### src/rtl/hb_interp_mc.sv
// hb_interp_mc: multi-channel 2x halfband interpolator (DUC input stage).
// Impulse response [c0 0 c1 0 .. cN-1 0.5 cN-1 .. 0 c1 0 c0] with runtime-loadable
// coefficients. Each channel owns one time-shared pre-add/multiply/accumulate lane;
// all channels share the sequencer and output control.
//
// Ports:
//   clk, rst      clock, synchronous active-high reset
//   bypass        1: data_out follows data_in (zero-extended) every cycle
//   coeff_wr      write coeff_data into coefficient coeff_addr (0 = outermost pair)
//   stb_in        new input sample on data_in (channel j at [j*IWIDTH +: IWIDTH])
//   stb_out       output strobe, two per stb_in: even (FIR) result, then odd (centre) result
//   data_out      registered output, channel j at [j*OWIDTH +: OWIDTH]
//   busy          MAC sequence in progress
//   overrun       sticky: stb_in arrived while busy
module hb_interp_mc #(
    parameter int unsigned IWIDTH = 18,
    parameter int unsigned OWIDTH = 18,
    parameter int unsigned CWIDTH = 18,
    parameter int unsigned NPAIRS = 8,
    parameter int unsigned NCH    = 2
) (
    input  logic                        clk,
    input  logic                        rst,
    input  logic                        bypass,
    input  logic                        coeff_wr,
    input  logic [$clog2(NPAIRS)-1:0]   coeff_addr,
    input  logic [CWIDTH-1:0]           coeff_data,
    input  logic                        stb_in,
    input  logic [NCH*IWIDTH-1:0]       data_in,
    input  logic                        stb_out,
    output logic [NCH*OWIDTH-1:0]       data_out,
    output logic                        busy,
    output logic                        overrun
);

    localparam int unsigned AW   = $clog2(NPAIRS);
    localparam int unsigned HW   = AW + 1;              // index into 2N history taps
    localparam int unsigned PW   = $clog2(NPAIRS + 1);
    localparam int unsigned SW   = IWIDTH + 1;          // pre-add width
    localparam int unsigned MW   = SW + CWIDTH;         // product width
    localparam int unsigned ACCW = MW + AW;             // N products without overflow
    localparam int unsigned GAIN = OWIDTH - IWIDTH;
    localparam int unsigned RW   = ACCW + GAIN + 1;     // headroom for scale and rounding

    localparam logic signed [RW-1:0] SAT_MAX = (RW'(1) <<< (OWIDTH - 1)) - RW'(1);
    localparam logic signed [RW-1:0] SAT_MIN = -(RW'(1) <<< (OWIDTH - 1));

    logic signed [CWIDTH-1:0] coeff_q [NPAIRS];

    logic [PW-1:0] phase_q, phase_d;
    logic [AW-1:0] issue_k, pre_k_q;
    logic [HW-1:0] hi_idx;
    logic          pre_vld_q, pre_first_q, pre_last_q;
    logic          prod_vld_q, prod_first_q, prod_last_q;
    logic          acc_done_q, odd_flag_q, overrun_q;
    logic          load_even, load_odd;

    // Pair k = phase-1 is issued; its mirror tap is h[2N-1-k].
    assign issue_k = AW'(phase_q - PW'(1));
    assign hi_idx  = HW'(2 * NPAIRS - 1) - HW'(issue_k);

    assign busy    = (phase_q != '0) || pre_vld_q || prod_vld_q || acc_done_q;
    assign overrun = overrun_q;

    // stb_in takes priority: a coincident stb_out is ignored.
    assign load_even = !bypass && stb_out && !stb_in && !odd_flag_q;
    assign load_odd  = !bypass && stb_out && !stb_in && odd_flag_q;

    always_comb begin
        phase_d = phase_q;
        if (stb_in) begin
            phase_d = PW'(1);
        end else if (phase_q == PW'(NPAIRS)) begin
            phase_d = '0;
        end else if (phase_q != '0) begin
            phase_d = phase_q + PW'(1);
        end
    end

    always_ff @(posedge clk) begin
        if (rst) begin
            phase_q      <= '0;
            pre_k_q      <= '0;
            pre_vld_q    <= 1'b0;
            pre_first_q  <= 1'b0;
            pre_last_q   <= 1'b0;
            prod_vld_q   <= 1'b0;
            prod_first_q <= 1'b0;
            prod_last_q  <= 1'b0;
            acc_done_q   <= 1'b0;
            odd_flag_q   <= 1'b0;
            overrun_q    <= 1'b0;
        end else begin
            phase_q      <= phase_d;
            // A new stb_in flushes the pipeline so the sequence restarts cleanly.
            pre_vld_q    <= !stb_in && (phase_q != '0);
            pre_first_q  <= (issue_k == '0);
            pre_last_q   <= (issue_k == AW'(NPAIRS - 1));
            pre_k_q      <= issue_k;
            prod_vld_q   <= !stb_in && pre_vld_q;
            prod_first_q <= pre_first_q;
            prod_last_q  <= pre_last_q;
            acc_done_q   <= !stb_in && prod_vld_q && prod_last_q;
            if (stb_in) begin
                odd_flag_q <= 1'b0;
            end else if (stb_out) begin
                odd_flag_q <= 1'b1;
            end
            if (stb_in && busy) begin
                overrun_q <= 1'b1;
            end
        end
    end

    always_ff @(posedge clk) begin
        if (rst) begin
            for (int i = 0; i < NPAIRS; i++) begin
                coeff_q[i] <= '0;
            end
        end else if (coeff_wr && (int'(coeff_addr) < int'(NPAIRS))) begin
            coeff_q[coeff_addr] <= coeff_data;
        end
    end

    for (genvar j = 0; j < NCH; j++) begin : g_ch
        logic signed [IWIDTH-1:0] hist_q [2*NPAIRS];
        logic signed [IWIDTH-1:0] ctr_q, tap_lo, tap_hi;
        logic signed [SW-1:0]     pre_q;
        logic signed [MW-1:0]     prod_q;
        logic signed [ACCW-1:0]   acc_q;
        logic signed [RW-1:0]     scaled, rounded;
        logic signed [OWIDTH-1:0] even_q, even_d, odd;
        logic [OWIDTH-1:0]        dout_q;
        logic [IWIDTH-1:0]        din;

        assign din    = data_in[j*IWIDTH +: IWIDTH];
        assign tap_lo = hist_q[issue_k];
        assign tap_hi = hist_q[hi_idx];
        // Centre tap is exactly 0.5 of the response, so the odd phase is a pure shift.
        assign odd    = OWIDTH'(ctr_q) <<< GAIN;

        // Round half up, then clamp to the output range.
        always_comb begin
            scaled  = RW'(acc_q) <<< GAIN;
            rounded = (scaled + (RW'(1) <<< (CWIDTH - 3))) >>> (CWIDTH - 2);
            even_d  = OWIDTH'(rounded);
            if (rounded > SAT_MAX) begin
                even_d = OWIDTH'(SAT_MAX);
            end else if (rounded < SAT_MIN) begin
                even_d = OWIDTH'(SAT_MIN);
            end
        end

        always_ff @(posedge clk) begin
            if (rst) begin
                for (int i = 0; i < 2 * NPAIRS; i++) begin
                    hist_q[i] <= '0;
                end
                ctr_q  <= '0;
                pre_q  <= '0;
                prod_q <= '0;
                acc_q  <= '0;
                even_q <= '0;
                dout_q <= '0;
            end else begin
                if (stb_in) begin
                    hist_q[0] <= din;
                    for (int i = 1; i < 2 * NPAIRS; i++) begin
                        hist_q[i] <= hist_q[i-1];
                    end
                    ctr_q <= hist_q[NPAIRS-2];
                end
                pre_q  <= {tap_lo[IWIDTH-1], tap_lo} + {tap_hi[IWIDTH-1], tap_hi};
                prod_q <= MW'(pre_q) * MW'(coeff_q[pre_k_q]);
                if (prod_vld_q) begin
                    acc_q <= prod_first_q ? ACCW'(prod_q) : acc_q + ACCW'(prod_q);
                end
                if (acc_done_q) begin
                    even_q <= even_d;
                end
                if (bypass) begin
                    dout_q <= OWIDTH'(din);
                end else if (load_even) begin
                    dout_q <= even_q;
                end else if (load_odd) begin
                    dout_q <= odd;
                end
            end
        end

        assign data_out[j*OWIDTH +: OWIDTH] = dout_q;
    end

endmodule

### config.mk
export PLATFORM = sky130hd
export DESIGN_NAME = hb_interp_mc
export DESIGN_NICKNAME = d
export VERILOG_FILES = /design/src/rtl/hb_interp_mc.sv
export SDC_FILE = /design/constraint.sdc
export NUM_CORES = 2
export LEC_CHECK = 0
export CAP_MARGIN = 20
export CORE_MARGIN = 4
export CORE_UTILIZATION = 57
export CTS_CLUSTER_SIZE = 40
export DETAILED_ROUTE_END_ITERATION = 6
export PLACE_DENSITY_LB_ADDON = 0.2
export SYNTH_ARGS = -nofsm -noshare
export SYNTH_HDL_FRONTEND = slang
export SYNTH_SLANG_ARGS = --single-unit
### constraint.sdc
create_clock -name clk -period 20.7 [get_ports clk]
set_input_delay 5.175 -clock clk [delete_from_list [all_inputs] [get_ports clk]]
set_output_delay 5.175 -clock clk [all_outputs]
set_load 0.1 [all_outputs]
# Yosys cells after proc, flatten, opt, wreduce, memory -nomap -nowiden
# Memory sizes are Yosys's and may differ from the RTL's. A register that Yosys moved wholly into a read port is not among the register bits.
# Index checks and enable logic that the tools add are counted.
dict set report op_classes {
  order_cmp 4
  n_mul 2
  add_sub_neg 9
  n_eq_ne 2
  bitwise 32
  shift 0
  mux 59
  div 0
  n_reduce_logical 22
}
# op n
set ops {}
lappend ops {{$mux W18} 43}
lappend ops {{$add A40 B17 Y41 const B} 2}
lappend ops {{$add A40 B37 Y40} 2}
lappend ops {{$mux W40} 2}
lappend ops {{$mul A19 B18 Y37} 2}
lappend ops {{$gt A25 B18 Y1 const B} 2}
lappend ops {{$lt A25 B18 Y1 const B} 2}
lappend ops {{$add A18 B18 Y19} 2}
lappend ops {{$or A1 B1 Y1} 32}
lappend ops {{$reduce_or A18 Y1} 1}
lappend ops {{$mux W1} 12}
lappend ops {{$logic_and A1 B1 Y1} 9}
lappend ops {{$mux W3} 2}
lappend ops {{$reduce_bool A3 Y1} 2}
lappend ops {{$add A4 B1 Y4 const B} 1}
lappend ops {{$eq A4 B4 Y1 const B} 1}
lappend ops {{$reduce_bool A4 Y1} 1}
lappend ops {{$sub A4 B3 Y4 const A} 1}
lappend ops {{$eq A3 B3 Y1 const B} 1}
lappend ops {{$logic_not A1 Y1} 3}
lappend ops {{$logic_not A3 Y1} 1}
lappend ops {{$logic_or A1 B1 Y1} 3}
lappend ops {{$reduce_or A3 Y1} 1}
lappend ops {{$sub A3 B1 Y3 const B} 1}
lappend ops {{$reduce_or A2 Y1} 1}
dict set report totals {
  register_bits 313
  latchBits 0
  mem_bits_rw 720
  elab_cells 156
  memories 3
  rom_bits 0
}
# memory words width rd rd_clocked_by_memory_dff wr line
set memory_table {}
lappend memory_table {{g_ch[0].hist_q} 16 18 17 0 16 126} ;# logic signed [IWIDTH-1:0] hist_q [2*NPAIRS];
lappend memory_table {{g_ch[1].hist_q} 16 18 17 0 16 126}
lappend memory_table {coeff_q 8 18 1 1 8 48} ;# logic signed [CWIDTH-1:0] coeff_q [NPAIRS];

# Logic depth before layout (Yosys ltp)
dict set report logic_depth {
  depth_word 7
  ltp_mapped 32
  ltp_nobuf 28
}

# Worst setup path after synthesis
# OpenSTA, ideal clock, no wires.
dict set report synth_path {
  kind {in2reg}
  startpoint {in stb_in}
  endpoint {mem g_ch[0].hist_q[0][0], enable pin}
  required_time_ps 19779
  slack_ps 3257
  stages 3
  arrival_ps 16521
  path_buffers 1
  path_cell_list {nor2_1 > clkbuf_1 > inv_1}
}
# element line
set synth_lines {}
lappend synth_lines {{from (decl)} 28} ;# input logic stb_in,
lappend synth_lines {{to (decl)} 126}

# Final worst setup path
dict set report layout_path {
  startpoint {reg phase_q[0]}
  endpoint {out busy}
}
dict set report layout_via {
  elab_chain_cells 4
}
# element line
set layout_lines {}
lappend layout_lines {{from (decl)} 50} ;# logic [PW-1:0] phase_q, phase_d;
lappend layout_lines {{from (signal assigned)} 94} ;# phase_q <= phase_d;
lappend layout_lines {{$reduce_bool A4 Y1} 62} ;# assign busy = (phase_q != '0) || pre_vld_q || prod_vld_q || acc_done_q;
lappend layout_lines {{$logic_or A1 B1 Y1 (3 in a row)} 62}
lappend layout_lines {{to (decl)} 32} ;# output logic busy,
# No other way between the ends.

==> impl_summary.txt <==
----------------------------------------------------
[Outcome]
  Status ... finished, violations left
  Failing checks ... design-rule violations

[Route]
  Number of detailed-route iterations in the first pass ... 7
  Routed Antenna Nets ... 0
  Final Routed Wirelength ... 169.4 mm
  Remaining design rule violation count ... 2
  Wire per inst ... around 20 um
  Vias ... about 48,000
  Violation count after the first detailed-route iteration ... between 3,000 and 4,000
  Via/cell ratio ... 5.720

[Layout]
  Filler cells ... roughly 10,000
  Area used by sequential logic in the layout ... 27,960 um^2
  Share of cells above drive strength 1 ... 0.08562
  Growth of design area from synthesis to finish ... 8.395%
  End-of-flow core utilization ... 0.6219
  Multi-input gate area ... 42,160 um^2
  Layout net count ... around 7,700

[STA]
  Clock Skews ... 73.28 ps
  Peak Freq ... 0.1112 GHz
  Slew Limit Fails ... 0
  Sum of negative setup slack ... 0 ps
  Slew of the pin with the lowest slew margin ... between 1000 and 1500 ps
  Shortest clock period the worst path allows after layout ... approximately 9000 ps
  Rel. slew slack ... 0.2701
  Final cycle utilization of the critical path ... 0.4345
  Final Hold Violating Endpoints ... 0
  Unrepaired setup endpoints after global routing ... no
  Setup violators final ... 0

[Worst hold path]
  Class of the tightest hold or removal check ... reg2reg

[GRT]
  GRT Util Overall ... 0.2561
  First-pass GRT wire length ... 277.1 mm
  Maximum number of pins on one net before global-route repair ... between 200 and 300
  Number of global-route vias before repair ... roughly 50,000
  Initial antenna violation count ... 0
  GRT Residual Overflow ... 0

[Logic synthesis]
  Count of state elements after synthesis ... about 1,000
  Synthesized area ... approximately 74,000 um^2
  Most numerous cell in the Yosys netlist ... inv_1
  Main flop type after synthesis ... edfxtp_1
  Post-synthesis net count ... between 7,000 and 8,000
  Top cells by instance count after synthesis ... inv_1, and2_1, edfxtp_1, fa_1, nand2_1
  Area fraction of the dominant cell type after synthesis ... 0.2910
  Share of synthesized area occupied by flip-flops and latches ... 0.3762
  Syn avg cell area ... 11.09 um^2
  Post-synth EDFFs ... just over 700
  Top post-synthesis cells by area ... edfxtp_1, fa_1, dfxtp_1
  Share of flip-flops with an asynchronous set or reset after synthesis ... 0
  Yosys warnings ... 0
  Most area-hungry cell type in the Yosys netlist ... edfxtp_1
  Cells after synthesis ... ~6,700
  Distinct cell type count after synthesis ... between 80 and 90

[Floorplanning]
  Placement Rows ... between 100 and 150
  Chip width ... between 300 and 400 um
  Starting density of the core ... 0.5738
  Die area ... 136,200 um^2
  Die Y ... between 300 and 400 um
  Top Ports ... just over 100
  Standard cell core area ... between 100,000 and 150,000 um^2

[CTS]
  Source-to-sink clock delay at the later pin of the worst-skew pair ... between 700 and 800 ps
  Post-CTS setup buffer count ... 0
  H-Tree Depth ... 3
  Inserted Clock Buffers ... around 110
  Root Buffer ... clkbuf_16
  CTS clock-pin slew for the worst setup and hold paths ... roughly 70 ps
  Clock tree from TritonCTS ... done
  Total of cells resized after clock tree synthesis ... 0
  CTS Sinks ... 1,036
  CTS max path bufs ... 3
  Total of hold buffers inserted after clock tree synthesis ... 0

[Placed design]
  Count of buffers from port buffering ... 100
  Total half-perimeter wirelength after legalization and detailed placement ... 117.9 mm
  Final estimated routing congestion in global placement ... between 0.8 and 0.9

[Worst setup path]
  Maximum fanout encountered on the critical timing path ... 39
  Kind of capture point of the worst setup path ... output port
  Buffer and inverter count on the worst path ... 2
  Critical path's top delay family ... buffers and inverters
  CP dominant cell by count ... nand2_1
  Type of the worst setup path ... reg2out
  Critical-path top delay cell ... clkdlybuf4s50_1
  Crit-path cells ... inv_1 -> ha_4 -> nand2_1 -> nor2_1 -> nand2_1 -> clkdlybuf4s50_1
  CP max stage delay ... 1140 ps
  Kind of start point of the critical path ... flop
  Data required, critical path ... about 16,000 ps
  Critical Path AT ... between 3000 and 4000 ps

[Run]
  Max-Cap Viols ... 0

----------------------------------------------------
layer usage:
metal  global-route usage  routed length (um)
met1               0.3535               72910
met2               0.4297               82950
met3              0.03487                8788
met4              0.06914                4781
met5                    0                   0
cells in the final DEF, fill, tap and decap left out, types with 22 or more instances in the layout:
cell type	netlist	final
nor2_1	379	378
fa_1	694	694
nor2b_1	377	376
clkbuf_1	308	23
mux2i_1	60	55
clkbuf_16	0	108
ha_1	310	308
a21oi_1	173	173
xnor2_1	115	115
and3_1	25	25
nand2_1	472	472
clkdlybuf4s50_1	0	97
clkbuf_8	0	22
a311oi_1	30	30
dfxtp_1	316	310
nand4_1	23	23
edfxtp_1	720	720
o211ai_1	33	33
o21ai_1	39	45
o21a_1	23	23
nand3_1	49	49
inv_1	789	787
xor2_1	69	69
a21o_1	135	135
o21ai_0	101	95
nand2b_1	55	55
mux2_2	82	82
clkinv_2	0	22
a211oi_1	90	90
buf_4	0	68
nor3_1	51	48
mux4_2	180	180
and2_1	738	738
worst min-delay path, delay by kind of cell (launching register included):
family          cells  cell delay, ps
simple gates        1              70
compound gates      1              90
flops               1             320
stage by stage:
step,worst slack (ps),std cells,instance area [um^2],hold WS [ps]
global placement,11410,8252,76800,420.6
global route,11480,8458,80520,458.9
floorplan,3257,6700,74290,413.8
detailed placement,11360,8252,76800,424.9
CTS,11640,8456,80490,441.7
finish,11710,8460,80530,448.0
registers in the layout, summed over array words and instances, names as in the netlist, 4 cells and up, named ones only:
| register | count |
|---|---|
| g_ch.ctr_q | 36 |
| g_ch.dout_q | 36 |
| coeff_q | 144 |
| g_ch.hist_q | 576 |
| g_ch.prod_q | 74 |
| g_ch.pre_q | 38 |
| g_ch.acc_q | 80 |
| phase_q | 4 |
| g_ch.even_q | 36 |
final timing paths:
path                                         start                  to  slack, ps  cells past startpoint
worst min register to register  g_ch[0].prod_q[31]   g_ch[0].acc_q[31]        450                      2
worst max-delay path                    phase_q[0]                busy      11710                      6
worst min-delay path            g_ch[0].prod_q[31]   g_ch[0].acc_q[31]        450                      2
worst max register to register                flop  g_ch[0].prod_q[36]      11990                     28
cells by family (layout without fill, tap and decap cells):
family,Yosys count,after routing,synth area share
other,0,2,0
AOI/OAI and AO/OA,771,771,0.07079
adders and majority gates,1004,1004,0.2392
buffers and inverters,1148,1164,0.05814
xor gates and xnor gates,184,184,0.02169
DFF,1036,1036,0.3762
muxes,323,323,0.07523
and+or+nand+nor,2234,2234,0.1588
layout make-up:
cell class                 instances  area share
clock buffer                     153     0.03839
multi-input combinational       4516      0.5235
timing repair buffer             170     0.01948
tap                             1742     0.02707
clock inverter                    51    0.007380
antenna                            2  0.00006215
inverter                         790     0.03692
sequential                      1036      0.3472
Power is not shown: default switching activity piles up to over one toggle a cycle in this logic, so the estimate is an artifact.
